**src/rtl/mpu_bus_master_if.sv**
```systemverilog
// Host request/response handshake plus ChronoCube MPU strobe bus, bundled for mpu_bus_master.
// Burst-only signals exist when MPU_MASTER_BURST_EN is defined.
interface mpu_bus_master_if #(
  parameter int unsigned ADDR_WIDTH = 16,
  parameter int unsigned DATA_WIDTH = 16
);
  logic                  req_valid;
  logic                  req_ready;
  logic                  req_wr;
  logic [ADDR_WIDTH-1:0] req_addr;
  logic [DATA_WIDTH-1:0] req_wdata;
  logic [1:0]            req_be;
  logic                  rsp_valid;
  logic [DATA_WIDTH-1:0] rsp_rdata;
  logic                  busy;
  logic                  _mpu_en;
  logic                  _mpu_rd;
  logic                  _mpu_wr;
  logic [1:0]            _mpu_be;
  logic [ADDR_WIDTH-1:0] mpu_addr;
  logic [DATA_WIDTH-1:0] mpu_wdata;
  logic [DATA_WIDTH-1:0] mpu_rdata;
`ifdef MPU_MASTER_BURST_EN
  logic [7:0]            req_len;
  logic                  rsp_last;
`endif

  modport master (
`ifdef MPU_MASTER_BURST_EN
    input  req_len,
    output rsp_last,
`endif
    input  req_valid, req_wr, req_addr, req_wdata, req_be, mpu_rdata,
    output req_ready, rsp_valid, rsp_rdata, busy,
    output _mpu_en, _mpu_rd, _mpu_wr, _mpu_be, mpu_addr, mpu_wdata
  );

  modport slave (
`ifdef MPU_MASTER_BURST_EN
    output req_len,
    input  rsp_last,
`endif
    output req_valid, req_wr, req_addr, req_wdata, req_be, mpu_rdata,
    input  req_ready, rsp_valid, rsp_rdata, busy,
    input  _mpu_en, _mpu_rd, _mpu_wr, _mpu_be, mpu_addr, mpu_wdata
  );
endinterface

```
**src/rtl/mpu_bus_master.sv**
```systemverilog
// ChronoCube MPU-side bus initiator: turns single-word host requests into timed active-low strobe cycles.
// Optional MPU_MASTER_BURST_EN adds req_len/rsp_last and incrementing-address bursts.
module mpu_bus_master #(
  parameter int unsigned ADDR_WIDTH    = 16,
  parameter int unsigned DATA_WIDTH    = 16,
  parameter int unsigned SETUP_CYCLES  = 1,
  parameter int unsigned STROBE_CYCLES = 2,
  parameter int unsigned HOLD_CYCLES   = 1
) (
  input  logic             clk,
  input  logic             _reset,
  mpu_bus_master_if.master bus
);

  localparam int unsigned MAX_PHASE =
    (SETUP_CYCLES > STROBE_CYCLES)
      ? ((SETUP_CYCLES  > HOLD_CYCLES) ? SETUP_CYCLES  : HOLD_CYCLES)
      : ((STROBE_CYCLES > HOLD_CYCLES) ? STROBE_CYCLES : HOLD_CYCLES);
  localparam int unsigned CNT_W = (MAX_PHASE > 1) ? $clog2(MAX_PHASE) : 1;

  localparam logic [CNT_W-1:0] SETUP_LD  = CNT_W'(SETUP_CYCLES - 1);
  localparam logic [CNT_W-1:0] STROBE_LD = CNT_W'(STROBE_CYCLES - 1);
  localparam logic [CNT_W-1:0] HOLD_LD   = CNT_W'(HOLD_CYCLES - 1);

  typedef enum logic [2:0] {
    S_IDLE,
    S_SETUP,
    S_STROBE,
    S_HOLD,
    S_RESP
  } state_e;

  state_e                state_q;
  logic [CNT_W-1:0]      cnt_q;
  logic                  wr_q;
  logic                  req_ready_q;
  logic                  busy_q;
  logic                  rsp_valid_q;
  logic [DATA_WIDTH-1:0] rsp_rdata_q;
  logic                  en_n_q;
  logic                  rd_n_q;
  logic                  wr_n_q;
  logic [1:0]            be_n_q;
  logic [ADDR_WIDTH-1:0] addr_q;
  logic [DATA_WIDTH-1:0] wdata_q;
`ifdef MPU_MASTER_BURST_EN
  logic [7:0]            left_q;
  logic [1:0]            burst_be_n_q;
  logic                  rsp_last_q;
`endif

  // Phase sequencer: every phase loads cnt_q with its length-1 and advances when it reaches zero.
  always_ff @(posedge clk or negedge _reset) begin
    if (!_reset) begin
      state_q      <= S_IDLE;
      cnt_q        <= '0;
      wr_q         <= 1'b0;
      req_ready_q  <= 1'b1;
      busy_q       <= 1'b0;
      rsp_valid_q  <= 1'b0;
      rsp_rdata_q  <= '0;
      en_n_q       <= 1'b1;
      rd_n_q       <= 1'b1;
      wr_n_q       <= 1'b1;
      be_n_q       <= 2'b11;
      addr_q       <= '0;
      wdata_q      <= '0;
`ifdef MPU_MASTER_BURST_EN
      left_q       <= '0;
      burst_be_n_q <= 2'b11;
      rsp_last_q   <= 1'b0;
`endif
    end else begin
      rsp_valid_q <= 1'b0;
      case (state_q)
        S_IDLE: begin
          if (bus.req_valid && req_ready_q) begin
            state_q     <= S_SETUP;
            cnt_q       <= SETUP_LD;
            wr_q        <= bus.req_wr;
            addr_q      <= bus.req_addr;
            be_n_q      <= ~bus.req_be;
            en_n_q      <= 1'b0;
            req_ready_q <= 1'b0;
            busy_q      <= 1'b1;
            if (bus.req_wr) begin
              wdata_q <= bus.req_wdata;
            end
`ifdef MPU_MASTER_BURST_EN
            left_q       <= bus.req_len;
            burst_be_n_q <= ~bus.req_be;
`endif
          end
        end

        S_SETUP: begin
          if (cnt_q == '0) begin
            state_q <= S_STROBE;
            cnt_q   <= STROBE_LD;
            if (wr_q) begin
              wr_n_q <= 1'b0;
            end else begin
              rd_n_q <= 1'b0;
            end
          end else begin
            cnt_q <= cnt_q - CNT_W'(1);
          end
        end

        // Last strobe edge: the synchronous RAM output has had a full cycle to settle.
        S_STROBE: begin
          if (cnt_q == '0) begin
            state_q     <= S_HOLD;
            cnt_q       <= HOLD_LD;
            rd_n_q      <= 1'b1;
            wr_n_q      <= 1'b1;
            rsp_rdata_q <= wr_q ? '0 : bus.mpu_rdata;
          end else begin
            cnt_q <= cnt_q - CNT_W'(1);
          end
        end

        S_HOLD: begin
          if (cnt_q == '0) begin
            state_q     <= S_RESP;
            en_n_q      <= 1'b1;
            be_n_q      <= 2'b11;
            rsp_valid_q <= 1'b1;
`ifdef MPU_MASTER_BURST_EN
            rsp_last_q  <= (left_q == '0);
`endif
          end else begin
            cnt_q <= cnt_q - CNT_W'(1);
          end
        end

        S_RESP: begin
`ifdef MPU_MASTER_BURST_EN
          rsp_last_q <= 1'b0;
          // Address only moves here, while _mpu_en is high between words.
          if (left_q != '0) begin
            state_q <= S_SETUP;
            cnt_q   <= SETUP_LD;
            left_q  <= left_q - 8'(1);
            addr_q  <= addr_q + ADDR_WIDTH'(1);
            be_n_q  <= burst_be_n_q;
            en_n_q  <= 1'b0;
          end else begin
            state_q     <= S_IDLE;
            req_ready_q <= 1'b1;
            busy_q      <= 1'b0;
          end
`else
          state_q     <= S_IDLE;
          req_ready_q <= 1'b1;
          busy_q      <= 1'b0;
`endif
        end

        default: begin
          state_q <= S_IDLE;
        end
      endcase
    end
  end

  assign bus.req_ready = req_ready_q;
  assign bus.busy      = busy_q;
  assign bus.rsp_valid = rsp_valid_q;
  assign bus.rsp_rdata = rsp_rdata_q;
  assign bus._mpu_en   = en_n_q;
  assign bus._mpu_rd   = rd_n_q;
  assign bus._mpu_wr   = wr_n_q;
  assign bus._mpu_be   = be_n_q;
  assign bus.mpu_addr  = addr_q;
  assign bus.mpu_wdata = wdata_q;
`ifdef MPU_MASTER_BURST_EN
  assign bus.rsp_last  = rsp_last_q;
`endif

endmodule

```
**src/flat_wrapper.sv**
```systemverilog
// flat-port wrapper written by rule: the top's interface ports become plain ports
module mpu_bus_master_flat 
#(
  parameter int unsigned ADDR_WIDTH    = 16,
  parameter int unsigned DATA_WIDTH    = 16,
  parameter int unsigned SETUP_CYCLES  = 1,
  parameter int unsigned STROBE_CYCLES = 2,
  parameter int unsigned HOLD_CYCLES   = 1
)
  (clk, _reset, bus_req_valid, bus_req_wr, bus_req_addr, bus_req_wdata, bus_req_be, bus_mpu_rdata, bus_req_ready, bus_rsp_valid, bus_rsp_rdata, bus_busy, bus__mpu_en, bus__mpu_rd, bus__mpu_wr, bus__mpu_be, bus_mpu_addr, bus_mpu_wdata);
  mpu_bus_master_if #(.ADDR_WIDTH(ADDR_WIDTH), .DATA_WIDTH(DATA_WIDTH)) bus_i ();
  input  logic clk;
  input  logic _reset;
  input wire logic [$bits(bus_i.req_valid)-1:0] bus_req_valid;
  input wire logic [$bits(bus_i.req_wr)-1:0] bus_req_wr;
  input wire logic [$bits(bus_i.req_addr)-1:0] bus_req_addr;
  input wire logic [$bits(bus_i.req_wdata)-1:0] bus_req_wdata;
  input wire logic [$bits(bus_i.req_be)-1:0] bus_req_be;
  input wire logic [$bits(bus_i.mpu_rdata)-1:0] bus_mpu_rdata;
  output wire logic [$bits(bus_i.req_ready)-1:0] bus_req_ready;
  output wire logic [$bits(bus_i.rsp_valid)-1:0] bus_rsp_valid;
  output wire logic [$bits(bus_i.rsp_rdata)-1:0] bus_rsp_rdata;
  output wire logic [$bits(bus_i.busy)-1:0] bus_busy;
  output wire logic [$bits(bus_i._mpu_en)-1:0] bus__mpu_en;
  output wire logic [$bits(bus_i._mpu_rd)-1:0] bus__mpu_rd;
  output wire logic [$bits(bus_i._mpu_wr)-1:0] bus__mpu_wr;
  output wire logic [$bits(bus_i._mpu_be)-1:0] bus__mpu_be;
  output wire logic [$bits(bus_i.mpu_addr)-1:0] bus_mpu_addr;
  output wire logic [$bits(bus_i.mpu_wdata)-1:0] bus_mpu_wdata;
  assign bus_i.req_valid = bus_req_valid;
  assign bus_i.req_wr = bus_req_wr;
  assign bus_i.req_addr = bus_req_addr;
  assign bus_i.req_wdata = bus_req_wdata;
  assign bus_i.req_be = bus_req_be;
  assign bus_i.mpu_rdata = bus_mpu_rdata;
  assign bus_req_ready = bus_i.req_ready;
  assign bus_rsp_valid = bus_i.rsp_valid;
  assign bus_rsp_rdata = bus_i.rsp_rdata;
  assign bus_busy = bus_i.busy;
  assign bus__mpu_en = bus_i._mpu_en;
  assign bus__mpu_rd = bus_i._mpu_rd;
  assign bus__mpu_wr = bus_i._mpu_wr;
  assign bus__mpu_be = bus_i._mpu_be;
  assign bus_mpu_addr = bus_i.mpu_addr;
  assign bus_mpu_wdata = bus_i.mpu_wdata;
  mpu_bus_master #(.ADDR_WIDTH(ADDR_WIDTH), .DATA_WIDTH(DATA_WIDTH), .SETUP_CYCLES(SETUP_CYCLES), .STROBE_CYCLES(STROBE_CYCLES), .HOLD_CYCLES(HOLD_CYCLES)) u_core (.clk(clk), ._reset(_reset), .bus(bus_i));
endmodule
```
**config.mk**
```make
export PLATFORM = sky130hd
export DESIGN_NAME = mpu_bus_master_flat
export DESIGN_NICKNAME = d
export VERILOG_FILES = /design/src/rtl/mpu_bus_master_if.sv /design/src/rtl/mpu_bus_master.sv /design/src/flat_wrapper.sv
export SDC_FILE = /design/constraint.sdc
export NUM_CORES = 1
export LEC_CHECK = 0
export CAP_MARGIN = 0
export CORE_MARGIN = 2
export CORE_UTILIZATION = 42
export DETAILED_ROUTE_END_ITERATION = 7
export GPL_ROUTABILITY_DRIVEN = 0
export GPL_TIMING_DRIVEN = 0
export PLACE_DENSITY = 0.78
export SYNTH_ARGS = -nofsm -noshare
export SYNTH_HDL_FRONTEND = slang
export SYNTH_SLANG_ARGS = --single-unit
```
**constraint.sdc**
```tcl
create_clock -name clk -period 2.34 [get_ports clk]
set_input_delay 0.468 -clock clk [delete_from_list [all_inputs] [get_ports clk]]
set_output_delay 0.468 -clock clk [all_outputs]
set_load 0.02 [all_outputs]
```
# Word-level counts from Yosys, hierarchy flattened
# Cells that the tools add are included.
# totals
out_inout_bits	56
ff_bits	61
wordCells	68
inputBits	54
# classes
reduce_logical	16
n_mux	26
n_eq_ne	10
bitwise	2
n_addsub	1
# op_table
cell	n
two-way mux 16 bit	1
two-way mux 3 bit	4
one-hot mux 3 bit (4 select lines)	1
AND reduction 4 bit	3
two-way mux 1 bit	11
one-hot mux 1 bit (2 select lines)	5
inequality test 2 bit, second input constant	4
AND reduction 2 bit	4
== test 3 x 2 -> 1 bit, second input constant	2
AND reduction 3 bit	2
nonzero test 2 bit	3
two-way mux 2 bit	2
inequality test 2 x 1 -> 1 bit, second input constant	2
one-hot mux 2 bit (2 select lines)	1
== test 3 x 1 -> 1 bit, second input constant	1
== test 3 bit, second input constant	1
zero test 3 bit	1
one-hot mux 1 bit (3 select lines)	1
nonzero test 3 bit	1
inverter 2 bit	1
OR reduction 2 bit	1
logical AND 1 bit	1
inverter 1 bit	1
subtractor 1 bit, second input constant	1

# Longest topological paths before layout
# logic_depth
word_depth	4
depth_mapped	6
depth_no_buf	3

# Least setup slack after synthesis
# OpenSTA, ideal clock, no wires.
# synth_path
path_kind	register -> register
start	reg u_core.req_ready_q (netlist: u_core.bus.req_ready)
end	reg u_core.addr_q[0] (netlist: u_core.bus.mpu_addr[0])
setup_ns	0.125
required_time_ns	2.215
t_arrival_ns	1.572
setup_slack_ns	0.643
synth_period_minus_slack_ns	1.697
path_stages_with_launch	5
n_path_buf	1
cell_sequence	dfstp_2 -> nand2_1 -> or4_4 -> buf_6 -> mux2_4
# synth_via
elab_chain_cells	2
# synth_lines
item	line	text
from (decl)	mpu_bus_master.sv:36	logic req_ready_q;
from (signal assigned)	mpu_bus_master.sv:58	req_ready_q <= 1'b1;
from (signal assigned)	mpu_bus_master.sv:84	req_ready_q <= 1'b0;
from (signal assigned)	mpu_bus_master.sv:155	req_ready_q <= 1'b1;
logical AND 1 bit	mpu_bus_master.sv:77	if (bus.req_valid && req_ready_q) begin
AND reduction 2 bit (no line)	n/a	
to (signal assigned)	mpu_bus_master.sv:81	addr_q <= bus.req_addr;
to (decl)	mpu_bus_master.sv:44	logic [ADDR_WIDTH-1:0] addr_q;
# Every way passes these cells.
# A chain may end at the register's enable or synchronous reset.

# Worst setup path in the final report
# layout_path
start	reg u_core.req_ready_q (netlist: u_core.bus.req_ready)
end	out bus_req_ready
# layout_rtl
item	line	text
to (decl)	flat_wrapper.sv:20	output wire logic [$bits(bus_i.req_ready)-1:0] bus_req_ready;
# No word-level cell between the ends.

==> results by group <==
Run status
  – Status: completed

GRT
  – Antenna violations before repair: 0
  – First-pass GRT wire length: 8860 um
  – Vias in the first global route: between 1,500 and 2,000
  – Met3 usage: 0.0600
  – GR Util met1: 0.214
  – Pin count of the biggest net entering global routing: 42
  – GRT overflow: 0
  – Gr busiest metal: met2
  – Global Route Usage Sum: 0.178
  – Met2 usage: 0.294

Power
  – Sw Ratio: 0.352
  – Static Leakage: roughly 1.8 nW
  – Gate power share: 0.486
  – Sw power: 1.92 mW
  – Clock share of power: 0.177
  – Internal: 3.55 mW
  – Peak VDD IR: about 0.7 mV
  – Sequential share of power: 0.337
  – Power per Cell Area: approximately 1400 nW/um^2

Logic synthesis
  – Average size of a mapped cell: roughly 13 um^2
  – Synth cell count leaders: dfrtp_1 (55), nand2_1 (34), mux2_2 (17), o21ai_0 (17), mux2_4 (16)
  – Synth area leaders: dfrtp_1 (55%), mux2_4 (9.6%), mux2_2 (7.7%)
  – Most common cell in the synthesized netlist: dfrtp_1
  – Post-Synthesis Cells: 190
  – Mux contribution to synthesized area: 0.181
  – Top_reg_cell synth: dfrtp_1
  – Largest family of logic cells by synthesized area: multiplexers
  – Synth top area share: 0.551
  – Yosys cell types: 31
  – Async set or reset register ratio after synthesis: 1.00
  – Post-synth EDFFs: 0
  – Compound-Gate Fraction of Synth Area: 0.0616
  – #FFs+latches synth: between 60 and 70
  – Simple-Gate Fraction of Synth Area: 0.104
  – Syn_nets: between 200 and 250
  – Mapped Area: ~2500 um^2
  – Yosys warning count: 0
  – Largest area contributor in the netlist: dfrtp_1
  – Register area share after synthesis: 0.614
  – Xor and xnor area share after synthesis: 0.00351
  – Adder-cell share of the synthesized area: 0

Setup path
  – CP delay by family, top: buffers and inverters
  – CP Class: reg -> out
  – Crit path largest cell delay: roughly 0.6 ns
  – Cells along the critical path: clkdlybuf4s50_1
  – Worst-path maximum fanout: 5
  – Crit path arrival time: 1.50 ns
  – Startpoint types: flip-flop
  – R2R Path Start: u_core.state_q[1]
  – Buf/Inv on CP: 1
  – Crit path from: u_core.bus.req_ready
  – Crit. End Element: output port
  – Slowest stage cell, crit path: clkdlybuf4s50_1
  – CP Data Required Time: ~1.9 ns

Clock network
  – Post-CTS setup buffer count: 0
  – CTS Buffer Depth: 2
  – Htree depth: 3
  – Root Driver: clkbuf_8
  – CTS Hold Buffers Added: 0
  – Clock sinks: around 60
  – CTS Buf Count: 9
  – CTS resizes: 0
  – Clock Latency Late Sink: approximately 0.33 ns
  – CTS tree: done
  – CTS clk-pin slew, worst paths: roughly 0.060 ns

Finish
  – Layout cell share with drive strength beyond 1: 0.218
  – Core Util, Final: 0.668
  – Post-route insts no fill: about 390
  – ANT cells: 0
  – NumNets Final: about 370
  – Filler cell count: roughly 450
  – Area growth, synth to finish: 56.4%
  – Area of the multi-input gates: between 800 and 900 um^2
  – Register area: about 1500 um^2

Floorplan
  – Core area: about 5900 um^2
  – Die area: around 6600 um^2
  – Starting density of the core: 0.427
  – Die width: about 81 um
  – Io pins: between 100 and 150
  – Rows: 28
  – Chip Height: slightly above 80 um

Drt
  – Final WL: ~5500 um
  – DRC errors left: 0
  – Antenna Nets Post-Route: 0
  – DRT Pass-1 Iters: 4
  – Vias per cell: 4.83
  – Number of DRC markers in iteration 0: 67
  – WL/cell: 14.2 um
  – Vias post-DR: between 1,500 and 2,000

STA
  – RSZ-0062 raised after global routing: false
  – Final setup TNS: 0 ns
  – Worst slew margin: 0.658
  – Pins over their slew limit: 0
  – Min cycle time layout: 1.96 ns
  – Fin. Hold Viols: 0
  – Layout Skew: ~0.008 ns
  – Final WS setup: 0.375 ns
  – # setup viols final: 0
  – Final Cycle Share: 0.840
  – F_max: a little over 0.5 GHz
  – Slew of the pin with the lowest slew margin: roughly 0.51 ns

Placed design
  – Port Buffer Count: 109
  – Setup WS pre-CTS: between 0.05 and 0.06 ns
  – Final HPWL DP: 4020 um
  – Cell Count Post-Placement: approximately 380

Min path
  – Hold Crit Class: in -> async

Flow run
  – Maxcap violations: 0
flip-flops by register name, summed over array words and instances, names as in the netlist:
name and flops:
u_core.bus.mpu_addr 16, u_core.bus.mpu_wdata 16, u_core.bus.rsp_rdata 16, u_core.state_q 3, u_core.bus._mpu_be 2, u_core.bus._mpu_en 1
u_core.bus._mpu_rd 1, u_core.bus._mpu_wr 1, u_core.bus.busy 1, u_core.bus.req_ready 1, u_core.bus.rsp_valid 1, u_core.cnt_q 1
u_core.wr_q 1
placed cells by master (no fill, tap or decap), types with 2 or more instances in the layout:
cell type / count
clkdlybuf4s50_1: 108
dfrtp_1: 55
nand2_1: 34
o21ai_0: 17
mux2_2: 17
mux2_4: 16
clkbuf_8: 12
nor2_1: 6
dfstp_2: 6
clkbuf_1: 4
buf_2: 4
buf_6: 4
a21oi_1: 3
clkinv_2: 3
o21ai_1: 2
mux2i_1: 2
a21o_1: 2
nor3b_1: 2
a31oi_1: 2
layer usage:
metal | part of all wire | up-vias
met5 | 0 | -
met4 | 0.0076 | 0
met3 | 0.087 | 5
met2 | 0.47 | 84
met1 | 0.44 | 913
li1 | - | 885
final timing paths:
| kind | endpoint | slack (ns) | cells past startpoint |
|---|---|---|---|
| setup / recovery | bus_req_ready | 0.38 | 1 |
| hold / removal | u_core.bus.mpu_addr[9] | 0.11 | 1 |
| setup reg to reg | u_core.bus.mpu_wdata[12] | 0.56 | 5 |
| hold reg to reg | u_core.bus.rsp_rdata[6] | 0.48 | 2 |
| max in group asynchronous | u_core.bus._mpu_en | 1.58 | 2 |
| min in group clk | u_core.bus.rsp_rdata[6] | 0.48 | 2 |
layout make-up:
cell class,instances,area share
Buffer,12,0.0211
Clock buffer,12,0.0423
Clock inverter,4,0.0115
Inverter,2,0.00192
Multi-Input combinational cell,115,0.224
Sequential cell,61,0.392
Tap cell,75,0.0240
Timing Repair Buffer,110,0.283
per-stage QoR:
step / hold slack, ns / cell area (um^2) / power (mW)
floorplan: 0.172 / 2500 / 3.31
global route: 0.137 / 3910 / 5.82
detailed placement: 0.469 / 3700 / 4.54
finish: 0.113 / 3910 / 5.47
global placement: 0.461 / 3680 / 4.46
CTS: 0.115 / 3910 / 5.53
power by group through the flow:
stage | Combinational, mW | Clock [mW] | Sequential, mW
5_1_grt | 2.88 | 1.03 | 1.91
4_1_cts | 2.69 | 0.993 | 1.85
3_5_place_dp | 2.68 | 0 | 1.86
3_3_place_gp | 2.63 | 0 | 1.83
2_1_floorplan | 0.911 | 0 | 2.40
6_report | 2.66 | 0.967 | 1.85
cell families after synthesis:
family | count (synthesis)
muxes | 35
DFF | 61
and+or+nand+nor | 51
xor gates and xnor gates | 1
buffers and inverters | 14
AOI/OAI and AO/OA | 28
Power figures use the tool's default switching activity.
